<file path="config.mk">
export PLATFORM = sky130hd
export DESIGN_NAME = mem_port_arbiter
export DESIGN_NICKNAME = d
export VERILOG_FILES = /design/src/rtl/mem_arb_pkg.sv /design/src/rtl/arb_pick.sv /design/src/rtl/mem_port_arbiter.sv
export SDC_FILE = /design/constraint.sdc
export NUM_CORES = 1
export LEC_CHECK = 0
export CORE_ASPECT_RATIO = 0.8
export CORE_UTILIZATION = 44
export DETAILED_ROUTE_END_ITERATION = 10
export PLACE_DENSITY = 0.86
export SLEW_MARGIN = 10
export SYNTH_ARGS = -nofsm -noshare
export SYNTH_HDL_FRONTEND = slang
export SYNTH_SLANG_ARGS = --single-unit
</file>
<file path="constraint.sdc">
create_clock -name clk -period 3.2 [get_ports clk]
set_input_delay 0.8 -clock clk [delete_from_list [all_inputs] [get_ports clk]]
set_output_delay 0.8 -clock clk [all_outputs]
set_load 0.03 [all_outputs]
</file>
<file path="src/rtl/mem_arb_pkg.sv">
// mem_arb_pkg: shared types for the fetch/data memory port arbiter.
// State encoding, owner codes and the starve counter width.
package mem_arb_pkg;

    typedef enum logic [1:0] {
        IDLE   = 2'd0,
        BUSY_I = 2'd1,
        BUSY_D = 2'd2,
        DONE   = 2'd3
    } state_e;

    typedef enum logic {
        OWN_I = 1'b0,
        OWN_D = 1'b1
    } owner_e;

    localparam int unsigned STARVE_W = 3;

endpackage

</file>
<file path="src/rtl/arb_pick.sv">
// arb_pick: combinational winner select for the memory port.
// Data wins ties unless the starve limit hands the slot to fetch.
module arb_pick
    import mem_arb_pkg::*;
(
    input  logic   if_req,
    input  logic   d_req,
    input  logic   starve_hit,
    output logic   grant,
    output owner_e winner
);

    // Older MEM-stage access first; a starved fetch may jump ahead.
    always_comb begin
        grant  = if_req | d_req;
        winner = OWN_D;
        if (if_req && (!d_req || starve_hit)) begin
            winner = OWN_I;
        end
    end

endmodule

</file>
<file path="src/rtl/mem_port_arbiter.sv">
// mem_port_arbiter: shares one memory port between IF fetch and MEM load/store.
// Build option MEM_ARB_FAIRNESS_EN bounds fetch starvation behind data grants.
module mem_port_arbiter
    import mem_arb_pkg::*;
#(
    parameter int unsigned AW         = 32,
    parameter int unsigned DW         = 32,
    parameter int unsigned STARVE_MAX = 4
) (
    input  logic          clk,
    input  logic          rst,
    input  logic          if_req,
    input  logic [AW-1:0] if_addr,
    output logic          if_ack,
    output logic [DW-1:0] if_rdata,
    input  logic          d_req,
    input  logic          d_we,
    input  logic [AW-1:0] d_addr,
    input  logic [DW-1:0] d_wdata,
    output logic          d_ack,
    output logic [DW-1:0] d_rdata,
    input  logic          flush,
    output logic          stall_if,
    output logic          stall_d,
    output logic          mem_req,
    output logic          mem_we,
    output logic [AW-1:0] mem_addr,
    output logic [DW-1:0] mem_wdata,
    input  logic [DW-1:0] mem_rdata,
    input  logic          mem_ready
);

    state_e        state_q, state_d;
    logic          mem_req_q, mem_req_d;
    logic          mem_we_q, mem_we_d;
    logic [AW-1:0] mem_addr_q, mem_addr_d;
    logic [DW-1:0] mem_wdata_q, mem_wdata_d;
    logic          if_ack_q, if_ack_d;
    logic          d_ack_q, d_ack_d;
    logic [DW-1:0] if_rdata_q, if_rdata_d;
    logic [DW-1:0] d_rdata_q, d_rdata_d;
    logic          drop_q, drop_d;
    logic          grant;
    owner_e        winner;
    logic          starve_hit;

    arb_pick u_pick (
        .if_req     (if_req),
        .d_req      (d_req),
        .starve_hit (starve_hit),
        .grant      (grant),
        .winner     (winner)
    );

`ifdef MEM_ARB_FAIRNESS_EN
    logic [STARVE_W-1:0] starve_q, starve_d;

    assign starve_hit = (starve_q == STARVE_W'(STARVE_MAX));

    // Count data grants that bypass a waiting fetch; a fetch grant clears.
    always_comb begin
        starve_d = starve_q;
        if (state_q == IDLE && grant) begin
            if (winner == OWN_I) begin
                starve_d = '0;
            end else if (if_req && starve_q != '1) begin
                starve_d = starve_q + STARVE_W'(1);
            end
        end
    end

    // Starve counter register.
    always_ff @(posedge clk or negedge rst) begin
        if (!rst) begin
            starve_q <= '0;
        end else begin
            starve_q <= starve_d;
        end
    end
`else
    logic unused_starve_max;

    assign starve_hit        = 1'b0;
    assign unused_starve_max = (STARVE_W'(STARVE_MAX) != '0);
`endif

    // Next state: grant in IDLE, hold the handshake, pulse ack in DONE.
    always_comb begin
        state_d     = state_q;
        mem_req_d   = mem_req_q;
        mem_we_d    = mem_we_q;
        mem_addr_d  = mem_addr_q;
        mem_wdata_d = mem_wdata_q;
        if_ack_d    = 1'b0;
        d_ack_d     = 1'b0;
        if_rdata_d  = if_rdata_q;
        d_rdata_d   = d_rdata_q;
        drop_d      = drop_q;
        unique case (state_q)
            IDLE: begin
                if (grant) begin
                    mem_req_d = 1'b1;
                    if (winner == OWN_D) begin
                        state_d     = BUSY_D;
                        mem_we_d    = d_we;
                        mem_addr_d  = d_addr;
                        mem_wdata_d = d_wdata;
                    end else begin
                        state_d    = BUSY_I;
                        mem_we_d   = 1'b0;
                        mem_addr_d = if_addr;
                    end
                end
            end
            BUSY_I: begin
                drop_d = drop_q | flush;
                if (mem_ready) begin
                    if_rdata_d = mem_rdata;
                    if_ack_d   = !(drop_q || flush);
                    mem_req_d  = 1'b0;
                    mem_we_d   = 1'b0;
                    state_d    = DONE;
                end
            end
            BUSY_D: begin
                if (mem_ready) begin
                    if (!mem_we_q) begin
                        d_rdata_d = mem_rdata;
                    end
                    d_ack_d   = 1'b1;
                    mem_req_d = 1'b0;
                    mem_we_d  = 1'b0;
                    state_d   = DONE;
                end
            end
            DONE: begin
                drop_d  = 1'b0;
                state_d = IDLE;
            end
            default: begin
                state_d = IDLE;
            end
        endcase
    end

    // Arbiter state and registered memory/requester outputs.
    always_ff @(posedge clk or negedge rst) begin
        if (!rst) begin
            state_q     <= IDLE;
            mem_req_q   <= 1'b0;
            mem_we_q    <= 1'b0;
            mem_addr_q  <= '0;
            mem_wdata_q <= '0;
            if_ack_q    <= 1'b0;
            d_ack_q     <= 1'b0;
            if_rdata_q  <= '0;
            d_rdata_q   <= '0;
            drop_q      <= 1'b0;
        end else begin
            state_q     <= state_d;
            mem_req_q   <= mem_req_d;
            mem_we_q    <= mem_we_d;
            mem_addr_q  <= mem_addr_d;
            mem_wdata_q <= mem_wdata_d;
            if_ack_q    <= if_ack_d;
            d_ack_q     <= d_ack_d;
            if_rdata_q  <= if_rdata_d;
            d_rdata_q   <= d_rdata_d;
            drop_q      <= drop_d;
        end
    end

    assign mem_req   = mem_req_q;
    assign mem_we    = mem_we_q;
    assign mem_addr  = mem_addr_q;
    assign mem_wdata = mem_wdata_q;
    assign if_ack    = if_ack_q;
    assign d_ack     = d_ack_q;
    assign if_rdata  = if_rdata_q;
    assign d_rdata   = d_rdata_q;
    assign stall_if  = if_req & ~if_ack_q;
    assign stall_d   = d_req & ~d_ack_q;

endmodule

</file>
==> results of run 1 <==
-- logic make-up after synthesis --
| kind of cell | count (synthesis) | share of synthesized area, % |
|---|---|---|
| flip-flops | 135 | 61.81 |
| multiplexers | 132 | 26.47 |
| AND/OR/NAND/NOR | 43 | 3.526 |
| AO/OA/AOI/OAI | 40 | 3.892 |
| buffers and inverters | 24 | 2.930 |
| adder cells (fa/ha/maj) | 6 | 1.374 |
-- power by group through the flow --
stage               clock [mW]  sequential [mW]  combinational [mW]
finish                    2.15             3.01                5.13
global placement             0             2.96                5.06
floorplan                    0             4.65                1.31
global route              2.28             3.11                5.40
CTS                       2.19             3.01                5.18
detailed placement           0             3.03                5.14
-- sequential cells by signal, indices dropped and copies added (netlist names) --
register	flops
mem_wdata	32
mem_we	1
mem_addr	32
d_rdata	32
if_ack	1
d_ack	1
mem_req	1
if_rdata	32
drop_q	1
state_q	2
-- final cells by class --
| type | count | area, um2 |
|---|---|---|
| flip-flops and latches | 135 | 3378 |
| fillers | 802 | 3206 |
| repair buffers | 276 | 2769 |
| multi-input cells | 221 | 1937 |
| clock buffers | 21 | 470.5 |
| clock inverters | 11 | 192.7 |
| well taps | 152 | 190.2 |
| inverters | 5 | 18.77 |
-- cells in the mapped netlist, drive strengths merged, types with 2 or more instances --
cell      n  area share (%)
dfrtp   135              62
mux2     97              20
mux2i    35             6.4
nand2    35             2.5
o21ai    34             3.2
buf      15             2.3
ha        6             1.4
inv       5            0.34
clkbuf    4            0.27
a21oi     3            0.27
nor2b     2            0.23
-- path summary, 6_finish.rpt --
path,slack [ns],end,cells after the start
setup / recovery,0.22,stall_if,3
hold / removal,0.35,d_rdata[3],1
setup reg to reg,1.37,mem_wdata[3],5
hold reg to reg,0.47,if_ack,1
max in group asynchronous,2.12,d_rdata[13],2
min in group clk,0.47,if_ack,1
-- layer usage --
| layer | global-route usage, % | up-vias | wire, um |
|---|---|---|---|
| li1 | - | 1874 | - |
| met1 | 23.77 | 1944 | 5212 |
| met2 | 38.63 | 164 | 7102 |
| met3 | 7.607 | 24 | 954 |
| met4 | 10.57 | 0 | 371 |
| met5 | 0 | - | 0 |
-- critical path: cells and delay by family --
family | cells | cell delay [ns]
and+or+nand+nor | 1 | 0.14
buffers and inverters | 2 | 1.24
-- stage by stage --
stage	instance area, um2	hold WS (ns)	instances	util [%]
2_1_floorplan	5465	0.4095	380	-
3_3_place_gp	8293	0.4206	789	68.19
3_5_place_dp	8293	0.4554	789	68.19
4_1_cts	8956	0.3562	821	73.64
5_1_grt	8956	0.3858	821	73.64
6_report	8956	0.3456	821	73.64
==> results.cfg, run 1 <==
[routing]
route.detailed.drc = 0
drt_iter0_drc = 127
via_per_inst = 4.879
dr.pass1.iters = 4
postRouteAntennaNets = 0
wirelength_um = 13640
routedWlPerCell_um = 16.62
vias = 4006

[cts]
clockBufferDepth = 2
worst_skew_pair.late_latency_ns = 0.41
cts_tree = built
h-tree-depth = 4
clkSinkCount = 135
clk_pin_slew_worst_paths_ns = 0.05
numCtsBuffers = 17
cts-resized-gates = 0
post_cts_buffers = 0
ctsHoldBuffers = 0
cts_root_buf = clkbuf_16

[placed_design]
io_buffers = 268
pre_cts_slack_ns = 0.2076
gp_congestion = 0.7357
dpl.hpwl_um = 9887

[yosys]
avgSynthCellArea_um2 = 14.38
synth-seq-area-share_pct = 61.81
synth_fp_nets = 521
yosys_most_used_dff = dfrtp_1
synth_edf_count = 0
yosysWarnings = 0
synthCells = 380
ys_ff_latch = 135
synth-async-reset-ratio_pct = 100.0
netlist_area_um2 = 5465
ys_types = 26

[pwr]
p_int_mw = 6.356
p_leak_nw = 3.961
power_switching_share_pct = 38.24
seqPwrFrac_pct = 29.2
peakVddDrop_v = 0.0005353
power_mw = 10.29
power.switching_mw = 3.935
pwr-share-clk_pct = 20.9
p_comb_share_pct = 49.9
power_density_nw_per_um2 = 1149

[critical_path]
required_ns = 2.40
end_kind = primary output
cpPeakStageDelay_ns = 0.71
slowest_stage = clkdlybuf4s50_1
cp_cell_sequence = clkdlybuf4s50_1 > nor2b_1 > clkdlybuf4s50_1
path_class = primary input to primary output
crit_arrival_ns = 2.18
critPathMaxFanout = 2
worstReg2RegStart = state_q[0]
critPathLaunchType = primary input
path_common_cell = clkdlybuf4s50_1
cp-startpoint = if_req

[timing]
fmaxAchievable_ghz = 0.3356
rsz0062_at_grt = false
fin_skew_ns = 0.01014
hold_violations = 0
drv_slew = 0
final.setup.worst_slack_ns = 0.2206
setup_violations = 0
worst_slew_margin_rel_pct = 61.70
min_period_over_period_pct = 93.11
worstMarginPinSlew_ns = 0.5745
fin_crit_ns = 2.979
setup_tns_ns = 0

[flow_run]
cap_violations = 0

[hold_path]
hold_path_class = primary input to asynchronous set/reset pin

[cells_and_area]
num_antenna_cells = 0
drive_above_1_share_pct = 21.08
mostFrequentLayoutCell = clkdlybuf4s50_1
area_growth_pct = 63.87
final_cell_mix = 267 x clkdlybuf4s50_1, 135 x dfrtp_1, 96 x mux2_2, 35 x mux2i_1, 34 x nand2_1
fin_nets = 797

[die]
coreArea_um2 = 12160
rows = 36
fp.dieW_um = 126.6
die_h_um = 101.7
start_util_pct = 44.94
die-area_um2 = 12870
ios = 269

[grt]
grt_use_total_pct = 21.85
first_global_vias = 4181
overflow = 0
grt_first_pass_wirelength_um = 21140
grt_max_degree = 65
grt_antenna_before_repair = 0

[status]
status = completed
Note: power is estimated with default switching activity, not from simulation.
==> inputs of run 2 (changes only) <==
- MAX_ROUTING_LAYER: not set -> met4
==> run 2 against run 1 <==
Routed wire length is 0.10% lower. Power is essentially flat. Critical path depth unchanged. Register-to-register slack about the same. First-iteration DRC count rose by 2.4%. Worst hold slack improved by 0.0054 ns. Clock skew hardly changed. Critical path type unchanged. Highest routed layer unchanged.
==> results.cfg, run 2 (synthesized netlist as in run 1, its figures left out) <==
[routing]
drt_iter0_drc = 130
postRouteAntennaNets = 0
vias = 4009
via_per_inst = 4.883
dr.pass1.iters = 4
route.detailed.drc = 0
routedWlPerCell_um = 16.60
wirelength_um = 13630

[placed_design]
io_buffers = 268
gp_congestion = 0.7447
pre_cts_slack_ns = 0.2076
dpl.hpwl_um = 9887

[cts]
ctsHoldBuffers = 0
clkSinkCount = 135
post_cts_buffers = 0
cts_tree = built
clk_pin_slew_worst_paths_ns = 0.05
h-tree-depth = 4
cts_root_buf = clkbuf_16
cts-resized-gates = 0
numCtsBuffers = 17
worst_skew_pair.late_latency_ns = 0.41
clockBufferDepth = 2

[pwr]
power_mw = 10.29
peakVddDrop_v = 0.0005369
p_leak_nw = 3.961
power_density_nw_per_um2 = 1149

[critical_path]
critPathMaxFanout = 2
crit_arrival_ns = 2.18
path_class = primary input to primary output
end_kind = primary output
critPathLaunchType = primary input
required_ns = 2.40

[timing]
fmaxAchievable_ghz = 0.3356
rsz0062_at_grt = false
hold_violations = 0
drv_slew = 0
holdWs_ns = 0.3510
fin_skew_ns = 0.01013
fin_crit_ns = 2.980
worstMarginPinSlew_ns = 0.5742
min_period_over_period_pct = 93.12
final.setup.worst_slack_ns = 0.2203
worst_slew_margin_rel_pct = 61.72
setup_violations = 0
setup_tns_ns = 0

[die]
die-area_um2 = 12870
start_util_pct = 44.94
ios = 269
rows = 36
die_h_um = 101.7
fp.dieW_um = 126.6
coreArea_um2 = 12160

[cells_and_area]
area_growth_pct = 63.87
mostFrequentLayoutCell = clkdlybuf4s50_1
num_antenna_cells = 0
final_cell_mix = 267 x clkdlybuf4s50_1, 135 x dfrtp_1, 96 x mux2_2, 35 x mux2i_1, 34 x nand2_1
fin_util_pct = 73.64
drive_above_1_share_pct = 21.08
fin_nets = 797

[hold_path]
hold_path_class = primary input to asynchronous set/reset pin

[status]
status = completed

[grt]
grt_antenna_before_repair = 0
grt_use_total_pct = 22.56
grt_first_pass_wirelength_um = 21100
first_global_vias = 4195
overflow = 0
grt_max_degree = 65

[flow_run]
cap_violations = 0
==> run 2: cell counts in the layout (fill, tap and decap cells not counted) <==
No cell type changed its count.
==> run 2: where the power goes <==
group | internal [mW] | switching, mW
Combinational | 2.34 | 2.79
Clock | 1.45 | 0.704
Sequential | 2.57 | 0.441
Total | 6.36 | 3.93
==> run 2: critical path, cell delays in order <==
cell and delay (ns):
clkdlybuf4s50_1 0.53, nor2b_1 0.14, clkdlybuf4s50_1 0.71
==> run 2: path summary, 6_finish.rpt <==
check / start / to / slack (ns) / cells past startpoint
hold reg to reg: drop_q / if_ack / 0.47 / 1
setup / recovery: if_req / stall_if / 0.22 / 3
min in group clk: drop_q / if_ack / 0.47 / 1
max in group asynchronous: rst / d_rdata[13] / 2.12 / 2
setup reg to reg: state_q[0] / mem_wdata[7] / 1.37 / 5
hold / removal: rst / d_rdata[3] / 0.35 / 1
==> run 2: per-layer routing <==
layer / up-vias / share of wire, % / track usage (%)
met4: 0 / 2.7 / 10.57
li1: 1875 / - / -
met2: 168 / 52 / 38.72
met3: 24 / 5.9 / 6.286
met1: 1942 / 39 / 24.53
met5: - / 0 / -
==> run 2: final cells by class <==
cell class | count | area (um2)
Inverter | 5 | 18.77
Tap cell | 152 | 190.2
Sequential cell | 135 | 3378
Fill cell | 802 | 3206
Timing Repair Buffer | 276 | 2769
Multi-Input combinational cell | 221 | 1937
Clock inverter | 11 | 192.7
Clock buffer | 21 | 470.5
==> run 2: per-stage QoR <==
stage / instance area, um2 / std cells
after global routing: 8956 / 821
after global placement: 8293 / 789
after CTS: 8956 / 821
final: 8956 / 821
after detailed placement: 8293 / 789
after floorplan: 5465 / 380
